### src/rtl/seq_divider.sv
// rtl/seq_divider.sv - multi-cycle restoring divider, one quotient bit per clock
// Signed divides run on magnitudes; the quotient and remainder signs are fixed up in FIX.
module seq_divider #(
  parameter int WIDTH     = 32,
  parameter int SIGNED_EN = 1
) (
  input  logic             clock,
  input  logic             clear,
  input  logic             start,
  input  logic             signed_op,
  input  logic [WIDTH-1:0] dividend,
  input  logic [WIDTH-1:0] divisor,
  output logic             busy,
  output logic             done,
  output logic [WIDTH-1:0] quotient,
  output logic [WIDTH-1:0] remainder,
  output logic             div_by_zero
);

  localparam int             CW        = $clog2(WIDTH);
  localparam logic [CW-1:0]  CNT_LAST  = CW'(WIDTH - 1);
  localparam logic           SIGNED_ON = (SIGNED_EN != 0);

  typedef enum logic [1:0] {S_IDLE, S_CALC, S_FIX} state_t;

  state_t           r_state;
  state_t           w_next;
  logic             r_neg_q;
  logic             r_neg_r;
  logic             r_dbz;
  logic [WIDTH-1:0] r_raw;
  logic [WIDTH-1:0] r_dq;
  logic [WIDTH-1:0] r_dvs;
  logic [WIDTH-1:0] r_rem;
  logic [CW-1:0]    r_count;
  logic             r_done;
  logic             r_div_by_zero;
  logic [WIDTH-1:0] r_quotient;
  logic [WIDTH-1:0] r_remainder;

  logic             w_sgn;
  logic             w_div_zero;
  logic [WIDTH-1:0] w_dvd_mag;
  logic [WIDTH-1:0] w_dvs_mag;
  logic [WIDTH:0]   w_shift;
  logic [WIDTH:0]   w_trial;
  logic             w_ge;
  logic [WIDTH-1:0] w_rem_next;
  logic [WIDTH-1:0] w_q_final;
  logic [WIDTH-1:0] w_r_final;

  assign w_sgn      = signed_op & SIGNED_ON;
  assign w_div_zero = (divisor == '0);
  assign w_dvd_mag  = (w_sgn & dividend[WIDTH-1]) ? -dividend : dividend;
  assign w_dvs_mag  = (w_sgn & divisor[WIDTH-1]) ? -divisor : divisor;

  // r_dq holds the dividend magnitude and fills with quotient bits from the right
  assign w_shift    = {r_rem, r_dq[WIDTH-1]};
  assign w_trial    = w_shift - {1'b0, r_dvs};
  assign w_ge       = ~w_trial[WIDTH];
  assign w_rem_next = w_ge ? w_trial[WIDTH-1:0] : w_shift[WIDTH-1:0];
  assign w_q_final  = r_neg_q ? -r_dq : r_dq;
  assign w_r_final  = r_neg_r ? -r_rem : r_rem;

  always_ff @(posedge clock or negedge clear) begin
    if (!clear) r_state <= S_IDLE;
    else        r_state <= w_next;
  end

  always_comb begin
    w_next = r_state;
    unique case (r_state)
      S_IDLE:  if (start) w_next = w_div_zero ? S_FIX : S_CALC;
      S_CALC:  if (r_count == CNT_LAST) w_next = S_FIX;
      S_FIX:   w_next = S_IDLE;
      default: w_next = S_IDLE;
    endcase
  end

  always_ff @(posedge clock or negedge clear) begin
    if (!clear) begin
      r_neg_q       <= 1'b0;
      r_neg_r       <= 1'b0;
      r_dbz         <= 1'b0;
      r_raw         <= '0;
      r_dq          <= '0;
      r_dvs         <= '0;
      r_rem         <= '0;
      r_count       <= '0;
      r_done        <= 1'b0;
      r_div_by_zero <= 1'b0;
      r_quotient    <= '0;
      r_remainder   <= '0;
    end else begin
      r_done <= 1'b0;
      unique case (r_state)
        S_IDLE: begin
          if (start) begin
            r_neg_q <= w_sgn & (dividend[WIDTH-1] ^ divisor[WIDTH-1]);
            r_neg_r <= w_sgn & dividend[WIDTH-1];
            r_dbz   <= w_div_zero;
            r_raw   <= dividend;
            r_dq    <= w_dvd_mag;
            r_dvs   <= w_dvs_mag;
            r_rem   <= '0;
            r_count <= '0;
          end
        end
        S_CALC: begin
          r_rem   <= w_rem_next;
          r_dq    <= {r_dq[WIDTH-2:0], w_ge};
          r_count <= r_count + CW'(1);
        end
        S_FIX: begin
          r_done        <= 1'b1;
          r_div_by_zero <= r_dbz;
          r_quotient    <= r_dbz ? '1 : w_q_final;
          r_remainder   <= r_dbz ? r_raw : w_r_final;
        end
        default: ;
      endcase
    end
  end

  assign busy        = (r_state != S_IDLE);
  assign done        = r_done;
  assign quotient    = r_quotient;
  assign remainder   = r_remainder;
  assign div_by_zero = r_div_by_zero;

endmodule

### config.mk
export PLATFORM = sky130hd
export DESIGN_NAME = seq_divider
export DESIGN_NICKNAME = d
export VERILOG_FILES = /design/src/rtl/seq_divider.sv
export SDC_FILE = /design/constraint.sdc
export NUM_CORES = 1
export LEC_CHECK = 0
export BUFFER_PORTS_ARGS = -buffer_cell sky130_fd_sc_hd__buf_2
export CELL_PAD_IN_SITES_DETAIL_PLACEMENT = 1
export CELL_PAD_IN_SITES_GLOBAL_PLACEMENT = 2
export CORE_MARGIN = 5
export CORE_UTILIZATION = 39
export DETAILED_ROUTE_END_ITERATION = 6
export GPL_TIMING_DRIVEN = 0
export HOLD_SLACK_MARGIN = 0.1
export PLACE_DENSITY_LB_ADDON = 0.08
export RECOVER_POWER = 25
export SYNTH_ARGS = -nofsm -noshare
export SYNTH_HDL_FRONTEND = slang
export SYNTH_SLANG_ARGS = --single-unit
export TNS_END_PERCENT = 50
### constraint.sdc
create_clock -name clock -period 9.45 [get_ports clock]
set_clock_uncertainty 0.1 [all_clocks]
set_input_delay 1.4175 -clock clock [delete_from_list [all_inputs] [get_ports clock]]
set_output_delay 1.4175 -clock clock [all_outputs]
set_load 0.005 [all_outputs]
==> run metrics, run 1 <==
CTS Hold Bufs 0; Psw 2440 µW; DRC viols 0; Async SR Flop Fraction 1.00; Hold Path Class flop to flop; WL/cell 19.7 µm; FF+latch count, synth 204; die width 188 µm; Placed Area 13500 µm²; post-synth top area share 0.415; Finish-stage setup viols 0; Max Clk Rate 205 MHz; crit end category flop; VDD IR max 0.146 mV; area used by multi-input combinational logic 6670 µm²; storage element area 5100 µm²; largest net degree at the start of global routing 116; cell count after synthesis 1447; fillers 3806; Slew @ Worst Pin 1.03 ns; vias in the first global route 11900; drt first pass iters 5; Net Sw Frac 0.442; crit path DAT 5.21 ns; area added between synthesis and finish 16.8%; Final Cell Area 14400 µm²; Fin Setup TNS 0 ns; minimum clock period 4.88 ns; die area 35200 µm²; clock share of power 0.183; Pins Over Slew Limit 0; Most used DFF post-synth dfrtp_1; crit path launch type flop; total of max-cap violations 0; Critical path origin r_dq[31]; initial drt markers 473; TritonCTS buffer count 25; Final Hold Fails 0; Ys Warns 0; sequential area share after synthesis 0.415; cell area power density 384 nW/µm²; Die Y 188 µm; Max-slew headroom 0.305; reg2reg setup slack 4.57 ns; most common cell after layout, fill and taps aside nand2_1; Total Routing Usage GR 0.226; # rows 65; total power 5520 µW; htree depth 1; fin nets 1716; Flop pwr share 0.289; I/O pin cnt 135; syn nets 1554; GRT overflow 0; GP Congestion 0.847; EDFF count, synth 0; unrepaired setup endpoints after global routing false; routed via count 10900; Worst EP required 9.78 ns; worst setup path class flop to flop; Routed Wire Length 40000 µm; Post-CTS Resized 0; synthesized cell area 12300 µm²; first-pass GRT wire length 64800 µm; leakage 0.00658 µW; antenna violations before repair 2; core area 31300 µm²; CTS tree built; Post CTS Setup Buffer Count 0; Comb power frac 0.528; Yosys cell types 63; Final Cycle Share 0.516; Via density 5.38; Initial Utilization 0.393; status complete, no violations; Root Buffer clkbuf_16; clock latency on the worst-skew pair 0.53 ns; share of cells above drive strength 1 0.119; Max clock buf depth 3; number of port buffers 134; Reg-to-Reg Start r_dq[31]; Pint 3080 µW; top post-synthesis cells by area dfrtp_1 42%, o21ai_0 7.1%, nand2_1 7.1%; Sink Count 204; Worst Path Max Fanout 10; Yosys top cell by area dfrtp_1; Worst Hold Launch r_dvs[10]; DRT antenna net count 0; syn avg cell area 8.50 µm²; clock slew at reported path FFs 0.06 ns; commonest cells after routing, fill and taps aside 232 x nand2_1, 204 x dfrtp_1, 175 x o21ai_0; hpwl dp 31800 µm
==> cell families after synthesis <==
family / share of synthesized area
xor+xnor: 0.105
mux: 0.0244
simple gates: 0.175
buf+inv: 0.0418
fa+ha+maj: 0.0403
compound gates: 0.198
flops: 0.415
==> per-stage QoR <==
stage | hold WS (ns) | setup slack [ns] | std cells | util
floorplan | 0.346 | 5.77 | 1447 | -
global placement | 0.361 | 3.30 | 1983 | 0.430
detailed placement | 0.364 | 4.46 | 1984 | 0.431
CTS | 0.383 | 4.56 | 2029 | 0.459
global route | 0.407 | 4.34 | 2029 | 0.459
finish | 0.374 | 4.57 | 2030 | 0.459
==> layout make-up <==
cell class / count / share of cell area
plain buffers: 74 / 0.0206
flip-flops and latches: 204 / 0.355
clock inverters: 13 / 0.0121
inverters: 58 / 0.0152
multi-input cells: 1111 / 0.465
well taps: 402 / 0.0350
clock buffers: 32 / 0.0475
diodes: 1 / 0.000174
repair buffers: 135 / 0.0493
==> power by group through the flow <==
stage	sequential (µW)	clock, µW	combinational [µW]
2_1_floorplan	1480	0	2210
3_3_place_gp	1590	0	2860
3_5_place_dp	1600	0	2920
4_1_cts	1590	1030	2940
5_1_grt	1650	1070	3290
6_report	1600	1010	2910
==> cells in the mapped netlist, types with 14 or more instances <==
cell type and count:
mux2i_1 30, o21ai_0 175, nand2_1 232, a22oi_1 30, a21oi_1 113, nor3_1 14
ha_1 38, o41ai_1 14, o31ai_1 22, xor2_1 85, dfrtp_1 204, inv_1 57
clkbuf_1 65, nor2_1 112, nand3_1 33, xnor2_1 61
==> worst max-delay path, stage by stage (launching register included) <==
cell and delay [ns]:
dfrtp_1 0.35, inv_1 0.14, ha_1 0.27, fa_1 0.38, nand2b_1 0.19, a21oi_1 0.33
o21ai_0 0.31, a211oi_1 0.41, o221ai_1 0.31, o31ai_1 0.38, a31oi_1 0.20, xnor2_2 0.61
buf_4 0.31, nand2_1 0.21, o211ai_1 0.26
==> final timing paths <==
kind / to / depth (start not counted)
max: r_rem[30] / 14
min: r_dvs[10] / 2
max reg2reg: r_rem[30] / 14
min reg2reg: r_dvs[10] / 2
max in group asynchronous: r_rem[12] / 2
min in group asynchronous: done / 1
==> per-layer routing <==
metal  vias up  share of wire  track usage
met5         -              0            0
met4         0          0.025       0.0584
met3        58          0.036       0.0261
met2       199           0.52        0.428
met1      5297           0.42        0.272
li1       5369              -            -
==> state kept, by name (all words and copies together) (netlist names) <==
name	count
done	1
remainder	32
quotient	32
r_state	2
r_raw	32
r_neg_q	1
div_by_zero	1
r_rem	32
r_dbz	1
r_dq	32
r_neg_r	1
r_dvs	32
r_count	5
No activity file was read; power rests on OpenSTA's default activity.
==> inputs of run 2 (changes only) <==
ABC_AREA = 1   (was unset)
CORE_UTILIZATION = 34   (was 39)
clock period = 4.6 ns   (was 9.45 ns; I/O delays follow)
==> run metrics, run 2 <==
first-pass GRT wire length 90900 µm; CTS tree built; total of max-cap violations 0; final core occ 0.397; clock slew at reported path FFs 0.06 ns; status complete, no violations; top post-synthesis cells by area dfrtp_1 35%, nand2_1 16%, inv_1 7.8%; most common cell after layout, fill and taps aside nand2_1; Final Hold Fails 0; drt first pass iters 5; total power 14600 µW; Inst Count DP 2903; antenna violations before repair 1; Post-Layout Cell Count 2951; unrepaired setup endpoints after global routing false; Max clock buf depth 3; Pins Over Slew Limit 0; crit path launch type flop; clock share of power 0.153; Pint 6990 µW; Comb power frac 0.605; Most used DFF post-synth dfrtp_1; htree depth 1; synth cell count leaders 636 x nand2_1, 305 x inv_1, 213 x nor2_1; Final Cycle Share 0.659; VDD IR max 0.301 mV; diode count 0; synthesized cell area 14700 µm²; Post-Place Worst Slack 1.61 ns; Worst Path Max Fanout 7; leakage 0.00867 µW; Yosys cell types 53; Yosys top cell by area dfrtp_1; GRT overflow 0; EDFF count, synth 0; Root Buffer clkbuf_16; routed via count 15000; Initial Utilization 0.342; GP Congestion 0.913; syn avg cell area 6.72 µm²; top-count cell post-synth nand2_1; share of cells above drive strength 1 0.123; die area 47400 µm²; core area 42900 µm²; Total Routing Usage GR 0.247; cell count after synthesis 2182; Final Cell Area 17000 µm²; fillers 5528; area added between synthesis and finish 16.3%; crit end category flop; hpwl dp 48900 µm; # rows 76; Routed Wire Length 59400 µm; initial drt markers 867; number of port buffers 134; largest net degree at the start of global routing 114; DRC viols 0; Cell Chain, Critical Path inv_1, ha_1, fa_1, inv_1, nand2_1, nand2_1, nand3_1, nand2_2, nand2_4, nand2_4, nand2_4, nand2_4, nand2_4, nand3_1, nand2_1, nand2_1, nand2_1; Sink Count 204; vias in the first global route 15400; FF+latch count, synth 204; Worst EP required 4.94 ns; cell area power density 854 nW/µm²; Ys Warns 0; Die Y 218 µm; Psw 7570 µW; commonest cells after routing, fill and taps aside 636 x nand2_1, 305 x inv_1, 213 x nor2_1; Async SR Flop Fraction 1.00; syn nets 2289; Via density 5.10; largest stage delay on the critical path 0.43 ns; clock latency on the worst-skew pair 0.55 ns; Net Sw Frac 0.520; DRT antenna net count 0; Flop pwr share 0.242; sequential area share after synthesis 0.348; post-synth top area share 0.348; WL/cell 20.1 µm; minimum clock period 3.03 ns; Placed Area 16100 µm²; Post-CTS Resized 0; Slew @ Worst Pin 0.863 ns; fin nets 2454; Max Clk Rate 330 MHz; TritonCTS buffer count 26; CP max stage cell fa_1; crit path DAT 3.37 ns; die width 218 µm; worst setup path class flop to flop; I/O pin cnt 135; Max-slew headroom 0.425; Hold Path Class input pin to flop; setup ws final 1.57 ns; Finish-stage setup viols 0
-- run 2: cell types whose count changed after synthesis, sizes merged, moves of 35 or more --
cell,change
a21oi,-63
xor2,-35
o21ai,-52
nand2,+447
nor2,+111
xnor2,-49
inv,+265
nand3,+179
-- run 2: layout make-up --
class / count / area (µm²) / share of cell area
multi-input cells: 1588 / 8010 / 0.470
flip-flops and latches: 204 / 5100 / 0.299
inverters: 324 / 1220 / 0.0714
clock buffers: 38 / 777 / 0.0456
repair buffers: 137 / 734 / 0.0431
well taps: 585 / 732 / 0.0429
plain buffers: 66 / 325 / 0.0191
clock inverters: 9 / 148 / 0.00866
-- run 2: routing by layer --
| metal | GRT usage | up-vias | wire length (µm) |
|---|---|---|---|
| li1 | - | 7326 | - |
| met3 | 0.0353 | 54 | 2840 |
| met5 | 0 | - | 0 |
| met1 | 0.385 | 7353 | 31000 |
| met4 | 0.0400 | 0 | 978 |
| met2 | 0.370 | 306 | 24600 |
-- run 2: cell families after synthesis --
group,share of synthesized area
AO/OA/AOI/OAI,0.116
AND/OR/NAND/NOR,0.359
buffers and inverters,0.105
XOR/XNOR,0.0377
flip-flops,0.348
adder cells (fa/ha/maj),0.0338
-- run 2: path summary, 6_finish.rpt --
path                             start           end  slack, ns  cells after the start
setup / recovery              r_dq[31]     r_rem[29]       1.57                     17
hold / removal             divisor[22]     r_dvs[22]       0.31                      3
setup reg to reg              r_dq[31]     r_rem[29]       1.57                     17
hold reg to reg              r_dvs[27]     r_dvs[27]       0.38                      2
max in group asynchronous        clear  quotient[22]       2.60                      4
min in group asynchronous        clear     r_rem[12]       0.46                      2
-- run 2: critical path: cells and delay by family (launching register included) --
family                     cells  cell delay [ns]
DFF                            1             0.39
adders and majority gates      2             0.73
buffers and inverters          2             0.29
and+or+nand+nor               13             1.40
-- run 2: through the flow --
step,hold WS (ns),setup TNS (ns)
after floorplan,0.294,0
after global placement,0.362,-199.09
after detailed placement,0.368,0
after CTS,0.295,0
after global routing,0.315,0
final,0.313,0
-- run 2: power by group through the flow --
stage	Clock, µW	Sequential, µW	Combinational, µW
floorplan	0	3230	6080
global placement	0	3520	8620
detailed placement	0	3540	8810
CTS	2270	3520	8850
global route	2340	3630	9890
finish	2230	3530	8810
-- run 2: what timing repair did --
item	4_1_cts	5_1_grt
hold buffers	1	0
endpoints found under the setup margin	0	0
hold endpoints to repair	3	0
setup buffers	0	0
==> inputs of run 3 (changes only) <==
clock period = 2.82 ns   (was 4.6 ns; I/O delays follow)
==> run metrics, run 3 (same netlist as run 2, synthesis figures left out) <==
leakage 0.00878 µW; minimum clock period 2.73 ns; Final Hold Fails 0; hold-critical path endpoint r_raw[4]; Cell Chain, Critical Path ha_1, nand2_1, inv_2, nand2_1, nand2_1, a21oi_4, nand2_4, nand2_4, nand2_4, nand2_4, clkbuf_8, nand3_1, nand3_2, nand2_1; die area 47400 µm²; Net Sw Frac 0.518; commonest cells after routing, fill and taps aside 636 x nand2_1, 304 x inv_1, 211 x nor2_1; vias in the first global route 15500; DRC viols 0; crit path launch type flop; worst hold margin 0.117 ns; worst setup path class flop to flop; largest net degree at the start of global routing 114; fin nets 2482; worst flop-to-flop path endpoint r_rem[8]; Via density 5.08; CP max stage cell dfrtp_1; VDD IR max 0.491 mV; die width 218 µm; clock share of power 0.152; htree depth 1; number of port buffers 134; antenna violations before repair 1; Initial Utilization 0.342; Routed Wire Length 59500 µm; Flop pwr share 0.241; DRT antenna net count 0; WL/cell 20.0 µm; crit path DAT 3.06 ns; Max-slew headroom 0.379; CP bufs+invs 2; TritonCTS buffer count 26; Slew @ Worst Pin 0.932 ns; core area 42900 µm²; largest stage delay on the critical path 0.61 ns; Worst EP required 3.15 ns; Critical path origin r_rem[14]; FF-to-FF path depth 14; Final Cycle Share 0.967; Psw 12400 µW; GRT overflow 0; share of cells above drive strength 1 0.127; diode count 0; clock latency on the worst-skew pair 0.55 ns; Finish-stage setup viols 0; Reg-to-Reg Start r_rem[14]; Pins Over Slew Limit 0; Total Routing Usage GR 0.248; Die Y 218 µm; Worst Hold Launch dividend[4]; first-pass GRT wire length 91400 µm; status complete, no violations; Sink Count 204; CTS tree built; most common cell after layout, fill and taps aside nand2_1; hpwl dp 48900 µm; CP delay by family, top simple AND/OR/NAND/NOR gates; total of max-cap violations 0; Max Clk Rate 367 MHz; GP Congestion 0.913; drt first pass iters 5; Worst Path Max Fanout 10; area added between synthesis and finish 18.3%; total power 23900 µW; # rows 76; Comb power frac 0.607; Worst Hold Path Cells 3; Hold Path Class input pin to flop; routed via count 15100; initial drt markers 879; cell area power density 1380 nW/µm²; reg2reg setup slack 0.09 ns; clock slew at reported path FFs 0.06 ns; Max clock buf depth 3; I/O pin cnt 135; Fin Setup TNS 0 ns; crit end category flop; Pint 11500 µW; Root Buffer clkbuf_16
==> run 3: cell count changes in the layout (fill, tap and decap cells not counted), sizes merged <==
| cell | delta |
|---|---|
| dlygate4sd3 | +25 |
| clkbuf | +3 |
==> run 3: layout make-up <==
cell class                      instances  area (µm²)
Inverter                              324        1220
Multi-Input combinational cell       1588        8030
Timing Repair Buffer                  165        1010
Clock inverter                          9         148
Sequential cell                       204        5110
Buffer                                 66         328
Fill cell                            5513       25500
Clock buffer                           38         777
Tap cell                              585         732
==> run 3: worst reg2reg max path, cell delays in order, from the launching register on <==
cell,delay [ns]
dfrtp_1,0.61
ha_1,0.40
nand2_1,0.13
inv_2,0.06
nand2_1,0.06
nand2_1,0.12
a21oi_4,0.17
nand2_4,0.10
nand2_4,0.13
nand2_4,0.10
nand2_4,0.16
clkbuf_8,0.20
nand3_1,0.12
nand3_2,0.10
nand2_1,0.05
==> run 3: routing by layer <==
metal  part of all wire  track usage  vias to the layer above
met1               0.52        0.386                     7385
met5                  0            0                        -
li1                   -            -                     7383
met3              0.049       0.0348                       59
met2               0.42        0.373                      315
met4              0.017       0.0394                        0
==> run 3: power groups by stage <==
stage / Combinational (µW) / Clock [µW] / Sequential [µW]
2_1_floorplan: 9920 / 0 / 5270
3_3_place_gp: 14100 / 0 / 5740
3_5_place_dp: 14400 / 0 / 5780
4_1_cts: 14500 / 3700 / 5750
5_1_grt: 16300 / 3820 / 5930
6_report: 14500 / 3630 / 5750
==> run 3: worst max-delay path by stage <==
stage / cells past startpoint / slack, ns / endpoint
finish: 14 / 0.09 / r_rem[8]
global route: 13 / -0.002 / r_rem[9]
CTS: 7 / 0.01 / remainder[26]
detailed placement: 17 / -0.17 / r_rem[29]
global placement: 1 / -2.52 / div_by_zero
floorplan: 18 / 0.51 / r_rem[10]
==> run 3: repair_timing <==
action                                  in CTS  in global routing
gates resized for setup                      3                  8
hold buffers                                26                  0
endpoints found under the setup margin      32                 30
setup buffers                                1                  2
hold endpoints to repair                   145                  0
gates cloned                                 0                  0
pin swaps                                    1                  1
==> run 3: metrics by stage <==
| step | cells | utilization | setup slack [ns] | area (µm²) |
|---|---|---|---|---|
| 5_1_grt | 2979 | 0.404 | -0.00159 | 17300 |
| 3_5_place_dp | 2903 | 0.376 | -0.166 | 16100 |
| 4_1_cts | 2977 | 0.404 | 0.00991 | 17300 |
| 2_1_floorplan | 2182 | - | 0.507 | 14700 |
| 3_3_place_gp | 2901 | 0.374 | -2.52 | 16100 |
| 6_report | 2979 | 0.404 | 0.0943 | 17300 |
